===== config.mk =====
export PLATFORM = sky130hd
export DESIGN_NAME = regfile_flat
export DESIGN_NICKNAME = d
export VERILOG_FILES = /design/src/rtl/gemini_pkg.sv /design/src/rtl/regfile_if.sv /design/src/rtl/regfile_scoreboard.sv /design/src/rtl/regfile.sv /design/src/flat_wrapper.sv
export SDC_FILE = /design/constraint.sdc
export NUM_CORES = 2
export LEC_CHECK = 0
export CAP_MARGIN = 20
export CORE_ASPECT_RATIO = 0.8
export CORE_UTILIZATION = 50
export CTS_BUF_LIST = sky130_fd_sc_hd__clkbuf_4 sky130_fd_sc_hd__clkbuf_8
export DETAILED_ROUTE_END_ITERATION = 6
export GPL_ROUTABILITY_DRIVEN = 1
export PLACE_DENSITY = 0.72
export SETUP_SLACK_MARGIN = 0.1
export SLEW_MARGIN = 20
export SYNTH_ARGS = -nofsm -noshare
export SYNTH_HDL_FRONTEND = slang
export SYNTH_SLANG_ARGS = --single-unit
export TNS_END_PERCENT = 100

===== constraint.sdc =====
create_clock -name clk -period 3.18 [get_ports clk]
set_input_delay 0.477 -clock clk [delete_from_list [all_inputs] [get_ports clk]]
set_output_delay 0.477 -clock clk [all_outputs]
set_load 0.05 [all_outputs]

===== src/rtl/gemini_pkg.sv =====
// Shared Gemini core types and constants for the architectural register file.
package gemini_pkg;

  localparam int REG_ADDR_W = 5;
  localparam int REG_DATA_W = 32;

  typedef logic [REG_ADDR_W-1:0] reg_addr_t;
  typedef logic [REG_DATA_W-1:0] reg_data_t;

  localparam reg_addr_t REG_ZERO = 5'd0;

endpackage


===== src/rtl/regfile_if.sv =====
// Writeback, load-scoreboard and operand-read bundle between the pipeline and the register file.
interface regfile_if
  import gemini_pkg::*;
#(
  parameter int DATA_W = REG_DATA_W,
  parameter int ADDR_W = REG_ADDR_W
);

  logic              wb_w_ena;
  logic [ADDR_W-1:0] wb_w_reg_addr;
  logic [DATA_W-1:0] wb_w_data;
  logic              sb_set_ena;
  logic [ADDR_W-1:0] sb_set_addr;
  logic              sb_flush;
  logic [ADDR_W-1:0] rs_addr;
  logic [ADDR_W-1:0] rt_addr;
  logic [DATA_W-1:0] rs_data;
  logic [DATA_W-1:0] rt_data;
  logic              rs_ready;
  logic              rt_ready;
  logic              pending_any;

  modport master (
    output wb_w_ena, wb_w_reg_addr, wb_w_data,
    output sb_set_ena, sb_set_addr, sb_flush,
    output rs_addr, rt_addr,
    input  rs_data, rt_data, rs_ready, rt_ready, pending_any
  );

  modport slave (
    input  wb_w_ena, wb_w_reg_addr, wb_w_data,
    input  sb_set_ena, sb_set_addr, sb_flush,
    input  rs_addr, rt_addr,
    output rs_data, rt_data, rs_ready, rt_ready, pending_any
  );

endinterface


===== src/rtl/regfile_scoreboard.sv =====
// One pending bit per register: set when a load issues, cleared by its writeback,
// wiped by a pipeline flush.
module regfile_scoreboard
  import gemini_pkg::*;
#(
  parameter int ADDR_W = REG_ADDR_W,
  localparam int NREG  = 1 << ADDR_W
) (
  input  logic              clk,
  input  logic              rst_n,
  input  logic              set_ena_i,
  input  logic [ADDR_W-1:0] set_addr_i,
  input  logic              clr_ena_i,
  input  logic [ADDR_W-1:0] clr_addr_i,
  input  logic              flush_i,
  output logic [NREG-1:0]   pending_o,
  output logic              pending_any_o
);

  logic [NREG-1:0] pending_q;
  logic [NREG-1:0] pending_d;

  // Clear is applied before set so a load issued alongside an older writeback keeps ownership.
  always_comb begin
    pending_d = pending_q;
    if (flush_i) begin
      pending_d = '0;
    end else begin
      if (clr_ena_i && (clr_addr_i != '0)) pending_d[clr_addr_i] = 1'b0;
      if (set_ena_i && (set_addr_i != '0)) pending_d[set_addr_i] = 1'b1;
    end
  end

  always_ff @(posedge clk or negedge rst_n) begin
    if (!rst_n) pending_q <= '0;
    else        pending_q <= pending_d;
  end

  assign pending_o     = pending_q;
  assign pending_any_o = |pending_q;

endmodule


===== src/rtl/regfile.sv =====
// General-purpose register file with r0 hardwired to zero, two combinational read ports
// with writeback bypass, and load-use readiness from the scoreboard.
module regfile
  import gemini_pkg::*;
#(
  parameter int DATA_W = REG_DATA_W,
  parameter int ADDR_W = REG_ADDR_W
) (
  input logic      clk,
  input logic      rst_n,
  regfile_if.slave bus
);

  localparam int NREG  = 1 << ADDR_W;
  localparam int NPORT = 2;

  logic                          wr_en;
  logic [DATA_W-1:0]             regs_q [NREG];
  logic [NREG-1:0]               pending;
  logic [NPORT-1:0][ADDR_W-1:0]  rd_addr;
  logic [NPORT-1:0][DATA_W-1:0]  rd_data;
  logic [NPORT-1:0]              rd_ready;

  assign wr_en = bus.wb_w_ena && (bus.wb_w_reg_addr != '0);

  // Entry 0 is never written, so it stays at its reset value of zero.
  always_ff @(posedge clk or negedge rst_n) begin
    if (!rst_n) begin
      for (int i = 0; i < NREG; i++) regs_q[i] <= '0;
    end else if (wr_en) begin
      regs_q[bus.wb_w_reg_addr] <= bus.wb_w_data;
    end
  end

  regfile_scoreboard #(.ADDR_W(ADDR_W)) u_scoreboard (
    .clk           (clk),
    .rst_n         (rst_n),
    .set_ena_i     (bus.sb_set_ena),
    .set_addr_i    (bus.sb_set_addr),
    .clr_ena_i     (bus.wb_w_ena),
    .clr_addr_i    (bus.wb_w_reg_addr),
    .flush_i       (bus.sb_flush),
    .pending_o     (pending),
    .pending_any_o (bus.pending_any)
  );

  assign rd_addr[0] = bus.rs_addr;
  assign rd_addr[1] = bus.rt_addr;

  for (genvar gi = 0; gi < NPORT; gi++) begin : g_rd_port
    logic hit;
    // A same-cycle writeback both supplies the data and satisfies the pending load.
    assign hit          = bus.wb_w_ena && (bus.wb_w_reg_addr == rd_addr[gi]);
    assign rd_data[gi]  = (rd_addr[gi] == '0) ? '0 :
                          hit                 ? bus.wb_w_data :
                                                regs_q[rd_addr[gi]];
    assign rd_ready[gi] = (rd_addr[gi] == '0) || !pending[rd_addr[gi]] || hit;
  end

  assign bus.rs_data  = rd_data[0];
  assign bus.rt_data  = rd_data[1];
  assign bus.rs_ready = rd_ready[0];
  assign bus.rt_ready = rd_ready[1];

endmodule


===== src/flat_wrapper.sv =====
// flat-port wrapper written by rule: the top's interface ports become plain ports
module regfile_flat import gemini_pkg::*;
#(
  parameter int DATA_W = REG_DATA_W,
  parameter int ADDR_W = REG_ADDR_W
)
  (clk, rst_n, bus_wb_w_ena, bus_wb_w_reg_addr, bus_wb_w_data, bus_sb_set_ena, bus_sb_set_addr, bus_sb_flush, bus_rs_addr, bus_rt_addr, bus_rs_data, bus_rt_data, bus_rs_ready, bus_rt_ready, bus_pending_any);
  regfile_if #(.DATA_W(DATA_W), .ADDR_W(ADDR_W)) bus_i ();
  input logic clk;
  input logic rst_n;
  input wire logic [$bits(bus_i.wb_w_ena)-1:0] bus_wb_w_ena;
  input wire logic [$bits(bus_i.wb_w_reg_addr)-1:0] bus_wb_w_reg_addr;
  input wire logic [$bits(bus_i.wb_w_data)-1:0] bus_wb_w_data;
  input wire logic [$bits(bus_i.sb_set_ena)-1:0] bus_sb_set_ena;
  input wire logic [$bits(bus_i.sb_set_addr)-1:0] bus_sb_set_addr;
  input wire logic [$bits(bus_i.sb_flush)-1:0] bus_sb_flush;
  input wire logic [$bits(bus_i.rs_addr)-1:0] bus_rs_addr;
  input wire logic [$bits(bus_i.rt_addr)-1:0] bus_rt_addr;
  output wire logic [$bits(bus_i.rs_data)-1:0] bus_rs_data;
  output wire logic [$bits(bus_i.rt_data)-1:0] bus_rt_data;
  output wire logic [$bits(bus_i.rs_ready)-1:0] bus_rs_ready;
  output wire logic [$bits(bus_i.rt_ready)-1:0] bus_rt_ready;
  output wire logic [$bits(bus_i.pending_any)-1:0] bus_pending_any;
  assign bus_i.wb_w_ena = bus_wb_w_ena;
  assign bus_i.wb_w_reg_addr = bus_wb_w_reg_addr;
  assign bus_i.wb_w_data = bus_wb_w_data;
  assign bus_i.sb_set_ena = bus_sb_set_ena;
  assign bus_i.sb_set_addr = bus_sb_set_addr;
  assign bus_i.sb_flush = bus_sb_flush;
  assign bus_i.rs_addr = bus_rs_addr;
  assign bus_i.rt_addr = bus_rt_addr;
  assign bus_rs_data = bus_i.rs_data;
  assign bus_rt_data = bus_i.rt_data;
  assign bus_rs_ready = bus_i.rs_ready;
  assign bus_rt_ready = bus_i.rt_ready;
  assign bus_pending_any = bus_i.pending_any;
  regfile #(.DATA_W(DATA_W), .ADDR_W(ADDR_W)) u_core (.clk(clk), .rst_n(rst_n), .bus(bus_i));
endmodule

-- Word level (Yosys, flattened, before mapping)
Index checks and enable logic that the tools add are counted.
- order comparisons: 10
- eq/ne operators: 2
- multiplexer cells: 25
- bitwise gates (word level): 6
- reduce and logical (&&, ||, !) cells: 18
- operator list (kind ; number):
    bitwise mux 1024 bit ; 1
    two-way mux 32 bit ; 13
    binary-select mux 32 bit (select 5 bit) ; 2
    demux 32 bit (select 5 bit) ; 1
    bitwise AND 32 bit ; 1
    inverter 32 bit ; 1
    OR 32 bit ; 1
    OR reduction 32 bit ; 1
    less-than comparator 5 x 6 -> 1 bit, second input constant ; 4
    greater-or-equal comparator 6 bit, second input constant ; 3
    inverter 5 -> 6 bit ; 3
    binary-select mux 1 bit (select 5 bit) ; 2
    demux 1 bit (select 5 bit) ; 2
    equality test 5 bit ; 2
    greater-or-equal comparator 5 x 1 -> 1 bit, second input constant ; 2
    zero test 5 bit ; 2
    nonzero test 5 bit ; 2
    logical AND 1 bit ; 7
    less-than comparator 6 x 1 -> 1 bit, second input constant ; 1
    logical OR 1 bit ; 4
    two-way mux 1 bit ; 4
    zero test 1 bit ; 2
- register bits after elaboration: 1056
- input port bits: 57
- output and inout bits: 67
- word-level logic and storage cells: 94

-- Longest topological paths before layout
- depth in word-level cells: 11
- depth in mapped cells: 10
- gate-level depth less buffers: 5

-- Cells and area by module
Synthesis repeated with hierarchy kept, for this count alone.
- cell total of the unflattened synthesis: 3893
- area total of the unflattened synthesis: 56494.2 µm²
- by module, submodules not included (module ; times used ; cells an instance ; area each (µm²)):
    regfile ; 1 ; 3716 ; 54867.6
    regfile_scoreboard ; 1 ; 177 ; 1626.6

-- Worst setup path before layout
Ideal clock, no wire load.
- kind: input port to output port
- from: in bus_rs_addr[0]
- to: out bus_rs_data[29]
- arrival time: 4002 ps
- required time: 2703 ps
- slack: -1299 ps
- stages on the path: 8
- cell sequence: buf_4 > buf_8 > buf_6 > buf_6 > mux2i_1 > a221oi_1 > a2111oi_0 > a2111oi_0
- word-level cells in the longest chain between the ends: 6
- elaborated cells on any way between the ends: 9
- RTL lines (element ; RTL line ; RTL):
    start, declared ; flat_wrapper.sv:17 ; input wire logic [$bits(bus_i.rs_addr)-1:0] bus_rs_addr;
    inverter 5 -> 6 bit (not written as such) ; regfile.sv:56 ; regs_q[rd_addr[gi]];
    binary-select mux 32 bit (select 5 bit) ; regfile.sv:56 ;
    two-way mux 32 bit (not written as such) (2 in series) ; regfile.sv:56 ;
    two-way mux 32 bit ; regfile.sv:55 ; hit ? bus.wb_w_data :
    two-way mux 32 bit (*) ; regfile.sv:54 ; assign rd_data[gi] = (rd_addr[gi] == '0) ? '0 :
    end, declared ; flat_wrapper.sv:19 ; output wire logic [$bits(bus_i.rs_data)-1:0] bus_rs_data;
Mark *: on every way between the ends. The rest lies on a longest branch, timed or not. The select of a mux whose other input is x is not followed.

-- Final worst setup path
- from: reg u_core.regs_q[30] (netlist name)
- to: out bus_rt_data[30]
- word-level cells in the longest chain between the ends: 5
- RTL lines (element ; RTL line ; RTL):
    start, declared ; regfile.sv:18 ; logic [DATA_W-1:0] regs_q [NREG];
    start signal, assigned by index ; regfile.sv:31 ; regs_q[bus.wb_w_reg_addr] <= bus.wb_w_data;
    binary-select mux 32 bit (select 5 bit) ; regfile.sv:56 ;
    two-way mux 32 bit (not written as such) (2 in series) ; regfile.sv:56 ;
    two-way mux 32 bit ; regfile.sv:55 ;
    two-way mux 32 bit ; regfile.sv:54 ;
    end, declared ; flat_wrapper.sv:20 ; output wire logic [$bits(bus_i.rt_data)-1:0] bus_rt_data;
No other way between the ends. The select of a mux whose other input is x is not followed.

==> impl_results.rst <==
.. list-table::
   :header-rows: 1

   * - Metric
     - Value
   * - Result of the run
     - finished, violations left
   * - Violated checks
     - negative setup slack
   * - Mux contribution to synthesized area
     - 40.1%
   * - Netlist Area Pre-Place
     - 57600 um2
   * - CTS tree
     - built
   * - Drc violations
     - 0
   * - Final-report max-slew violation count
     - 0
   * - Initial DRC count
     - 5559
   * - Post-synthesis instance total
     - 4116
   * - Clock latency reported for the late side of the worst-skew pair
     - 0.87 ns
   * - Worst Reg-to-Reg Cells
     - 3
   * - Proportion of netlist area held by the largest area contributor
     - 45.9%
   * - Psw
     - 12.3 mW
   * - Post-synthesis async set-or-reset flop share
     - 100%
   * - Flop and latch count out of synthesis
     - 1056
   * - Vias in the first global route
     - 42900
   * - Primary flip-flop cell chosen by synthesis mapping
     - sky130_fd_sc_hd__dfrtp_1
   * - Complex-gate fraction of the synthesized area
     - 7.52%
   * - Worst Tran Pin Value
     - 0.913 ns
   * - Area growth syn-to-layout
     - 22.0%
   * - IR Drop Worst-Case VDD
     - 429 uV
   * - Reg2reg setup slack
     - 2.15 ns
   * - Area of the core
     - 113000 um2
   * - Die outline height
     - 306 um
   * - Path type of the worst setup path
     - flip-flop to output pin
   * - Boundary pin count
     - 124
   * - Fin nets
     - 4520
   * - Sort of element at the end of the critical path
     - output pin
   * - Width of the die
     - 382 um
   * - Clock Pin Slew Worst Setup and Hold Paths
     - 0.06 ns
   * - Yosys warnings
     - 0
   * - Count of unique library cells instantiated by Yosys
     - 55
   * - Overall global routing resource usage
     - 34.1%
   * - Switching fraction of total power
     - 29.8%
   * - Critical Path Source
     - u_core.regs_q[30]
   * - Detailed-router iteration count before antenna repair
     - 5
   * - Sequential fraction of design power
     - 43.3%
   * - Clock sink total
     - 1056
   * - Ordered cell list for the critical path
     - mux4_2 -> mux4_2 -> a221o_2 -> buf_12
   * - Logic pwr share
     - 25.4%
   * - Global route total overflow
     - 0
   * - Number of inserted filler cells in the final layout
     - 8291
   * - Final Routed Wirelength
     - 201 mm
   * - Required time of the critical path
     - 2.70 ns
   * - Share of final-layout standard cells stronger than drive strength 1
     - 55.3%
   * - Slowest stage cell on the critical path
     - sky130_fd_sc_hd__mux4_2
   * - Shortest clock period the worst path allows after layout
     - 3.41 ns
   * - Data arrival time of the worst path
     - 2.93 ns
   * - Cell-internal power
     - 28.9 mW
   * - Max-Slew Margin vs Limit
     - 38.6%
   * - Global-route wire length before repair
     - 293 mm
   * - Total chip power
     - 41.2 mW
   * - Final HPWL from detailed placement
     - 124 mm
   * - Largest family of logic cells by synthesized area
     - multiplexers
   * - Sequential-to-total area share from yosys stat
     - 45.9%
   * - Number of levels the H-tree was split into
     - 4
   * - Skew final
     - 0 ns
   * - Xor and xnor area share after synthesis
     - 0.152%
   * - Count of endpoints failing hold in the final timing report
     - 0
   * - Worst setup endpoint
     - bus_rt_data[30]
   * - Max Buffers Root-to-Sink
     - 3
   * - Most area-consuming cells after synthesis
     - sky130_fd_sc_hd__dfrtp_1 46%, sky130_fd_sc_hd__mux2_2 19%, sky130_fd_sc_hd__mux4_2 15%
   * - Number of CTS-inserted buffers
     - 172
   * - Port Buf Inserts
     - 123
   * - Worst path most repeated cell
     - sky130_fd_sc_hd__mux4_2
   * - Post-Synthesis Mean Instance Area
     - 14.0 um2
   * - Critical R2R Capture
     - u_core.regs_q[801]
   * - Final period utilization
     - 107%
   * - Adder-Cell Fraction of Synth Area
     - 0%
   * - Synthesized netlist net count
     - 4173
   * - Avg Vias per Cell
     - 6.96
   * - Cell type contributing the most total cell area after synthesis
     - sky130_fd_sc_hd__dfrtp_1
   * - Clk network pwr share
     - 31.3%
   * - Number of antenna violations at the first check in global routing
     - 1
   * - Critical path startpoint category
     - flip-flop
   * - Maximum capacitance violations
     - 0
   * - Total Die Area
     - 117000 um2
   * - Static Leak
     - 30.7 nW
   * - Initial core utilization
     - 50.8%
   * - Delay of the slowest cell on the worst path
     - 0.52 ns
   * - Antenna-violating nets left
     - 0
   * - Maximum fanout along the worst path
     - 3
   * - Final weighted congestion in routability-driven placement
     - 0.899
   * - Total vias in the final route
     - 42600
   * - Post-Place Setup Slack
     - -0.0600 ns
   * - Clock root buffer master
     - sky130_fd_sc_hd__clkbuf_8
   * - Cell area power density
     - 586 nW/um2
   * - RSZ-0062 raised after global routing
     - yes
   * - Class of the tightest hold or removal check
     - input port to async pin
   * - Count of flip-flops with a built-in enable after synthesis
     - 0
   * - FMAX
     - 294 MHz
   * - Routed length per instance
     - 32.9 um
   * - Final count of negative-setup-slack endpoints
     - 17
   * - Largest net degree at the start of global routing
     - 96
   * - Launching point of the worst reg2reg path
     - u_core.regs_q[801]
   * - Setup slack after layout
     - -0.225 ns
   * - Area share of and/or/nand/nor cells after synthesis
     - 2.28%
   * - Count of standard-cell rows
     - 110
through the flow:
stage	hold slack (ns)	instances	setup TNS [ns]	utilization (%)	cell area, um2
after CTS	0.189	6081	-1.97	61.2	69400
after floorplan	0.181	4116	0	-	57700
after global placement	0.377	5708	-1.22	56.7	64300
final	0.196	6110	-1.21	62.0	70300
after global routing	0.251	6108	-2.17	62.0	70300
after detailed placement	0.383	5709	-0.977	56.7	64300
per-layer routing:
metal  up-vias  global-route usage (%)  wire [um]
met3       593                    11.1      25500
met1     22200                    47.3      79400
met4         0                    15.9       9740
met5         -                       0          0
li1      16700                       -          -
met2      3024                    48.6      86300
final cells by class:
cell class              instances  area [um2]  area share (%)
diodes                          3        7.51          0.0107
clock buffers                 285        3600            5.12
clock inverters                21         151           0.215
inverters                       9        40.0          0.0569
multi-input cells            2584       30400            43.2
flip-flops and latches       1056       26400            37.6
well taps                    1512        1890            2.69
repair buffers                640        7780            11.1
synthesized netlist by cell type (8+ instances only):
master / count
sky130_fd_sc_hd__buf_4: 23
sky130_fd_sc_hd__inv_1: 8
sky130_fd_sc_hd__nor2_1: 71
sky130_fd_sc_hd__o211ai_1: 16
sky130_fd_sc_hd__mux2i_1: 339
sky130_fd_sc_hd__and2_1: 27
sky130_fd_sc_hd__nand2_1: 48
sky130_fd_sc_hd__nor2b_1: 15
sky130_fd_sc_hd__a32o_1: 16
sky130_fd_sc_hd__buf_1: 41
sky130_fd_sc_hd__clkbuf_1: 263
sky130_fd_sc_hd__mux2_2: 986
sky130_fd_sc_hd__a221o_1: 50
sky130_fd_sc_hd__buf_6: 38
sky130_fd_sc_hd__a32oi_1: 10
sky130_fd_sc_hd__nor3_1: 16
sky130_fd_sc_hd__mux4_2: 372
sky130_fd_sc_hd__buf_2: 97
sky130_fd_sc_hd__o21ai_0: 105
sky130_fd_sc_hd__a22oi_1: 109
sky130_fd_sc_hd__mux2_1: 22
sky130_fd_sc_hd__a221oi_1: 128
sky130_fd_sc_hd__o221ai_1: 9
sky130_fd_sc_hd__a211o_1: 20
sky130_fd_sc_hd__dfrtp_1: 1056
sky130_fd_sc_hd__nor4_1: 11
sky130_fd_sc_hd__a21oi_1: 100
sky130_fd_sc_hd__nand3_1: 26
sky130_fd_sc_hd__nand2b_1: 21
layout by cell type, fill, tap and decap left out, drive strengths merged, types with 15 or more instances in the layout:
master,n
dfrtp,1056
nand2,48
nor2b,15
clkbuf,302
a22oi,109
a21oi,100
a221o,50
nor2,71
buf,576
o21ai,105
mux2,1008
nand2b,21
mux2i,339
nand3,26
a211o,20
and2,32
nor3,16
mux4,372
a221oi,129
clkdlybuf4s50,40
o211ai,16
a32o,16
flip-flops by register name, summed over array words and instances, names as in the netlist:
name	flops
u_core.u_scoreboard.pending_o	32
u_core.regs_q	1024
power by group through the flow:
stage | registers [mW] | clock network (mW) | logic, mW
global placement | 17.8 | 0 | 9.30
detailed placement | 18.0 | 0 | 9.51
finish | 17.8 | 12.9 | 10.5
floorplan | 17.3 | 0 | 6.56
CTS | 17.7 | 13.0 | 10.0
global route | 18.1 | 13.5 | 11.0
worst max-delay path, delay by kind of cell, from the launching register on:
family	cells	cell delay, ns
multiplexers	2	1.00
flip-flops	1	0.41
buffers and inverters	1	0.18
AO/OA/AOI/OAI	1	0.44
worst min path at each step:
stage	endpoint	startpoint	slack [ns]	depth (start not counted)
final	u_core.regs_q[328]	rst_n	0.20	2
after global routing	u_core.regs_q[328]	rst_n	0.25	2
after CTS	u_core.regs_q[328]	rst_n	0.19	2
after detailed placement	u_core.regs_q[995]	u_core.regs_q[995]	0.38	0
after global placement	u_core.regs_q[1019]	u_core.regs_q[1019]	0.38	0
after floorplan	u_core.regs_q[0]	rst_n	0.18	0
cells by family after synthesis:
kind of cell	count (synthesis)
xor+xnor	10
simple gates	262
mux	1719
compound gates	593
buf+inv	476
flops	1056
repair_timing:
item | CTS | global route
setup endpoints to repair | 64 | 65
gates resized for setup | 212 | 164
hold endpoints to repair | 44 | 0
hold buffers | 1 | 0
pin swaps | 112 | 87
buffers inserted | 64 | 22
gates cloned | 2 | 4
Power figures use the tool's default switching activity.
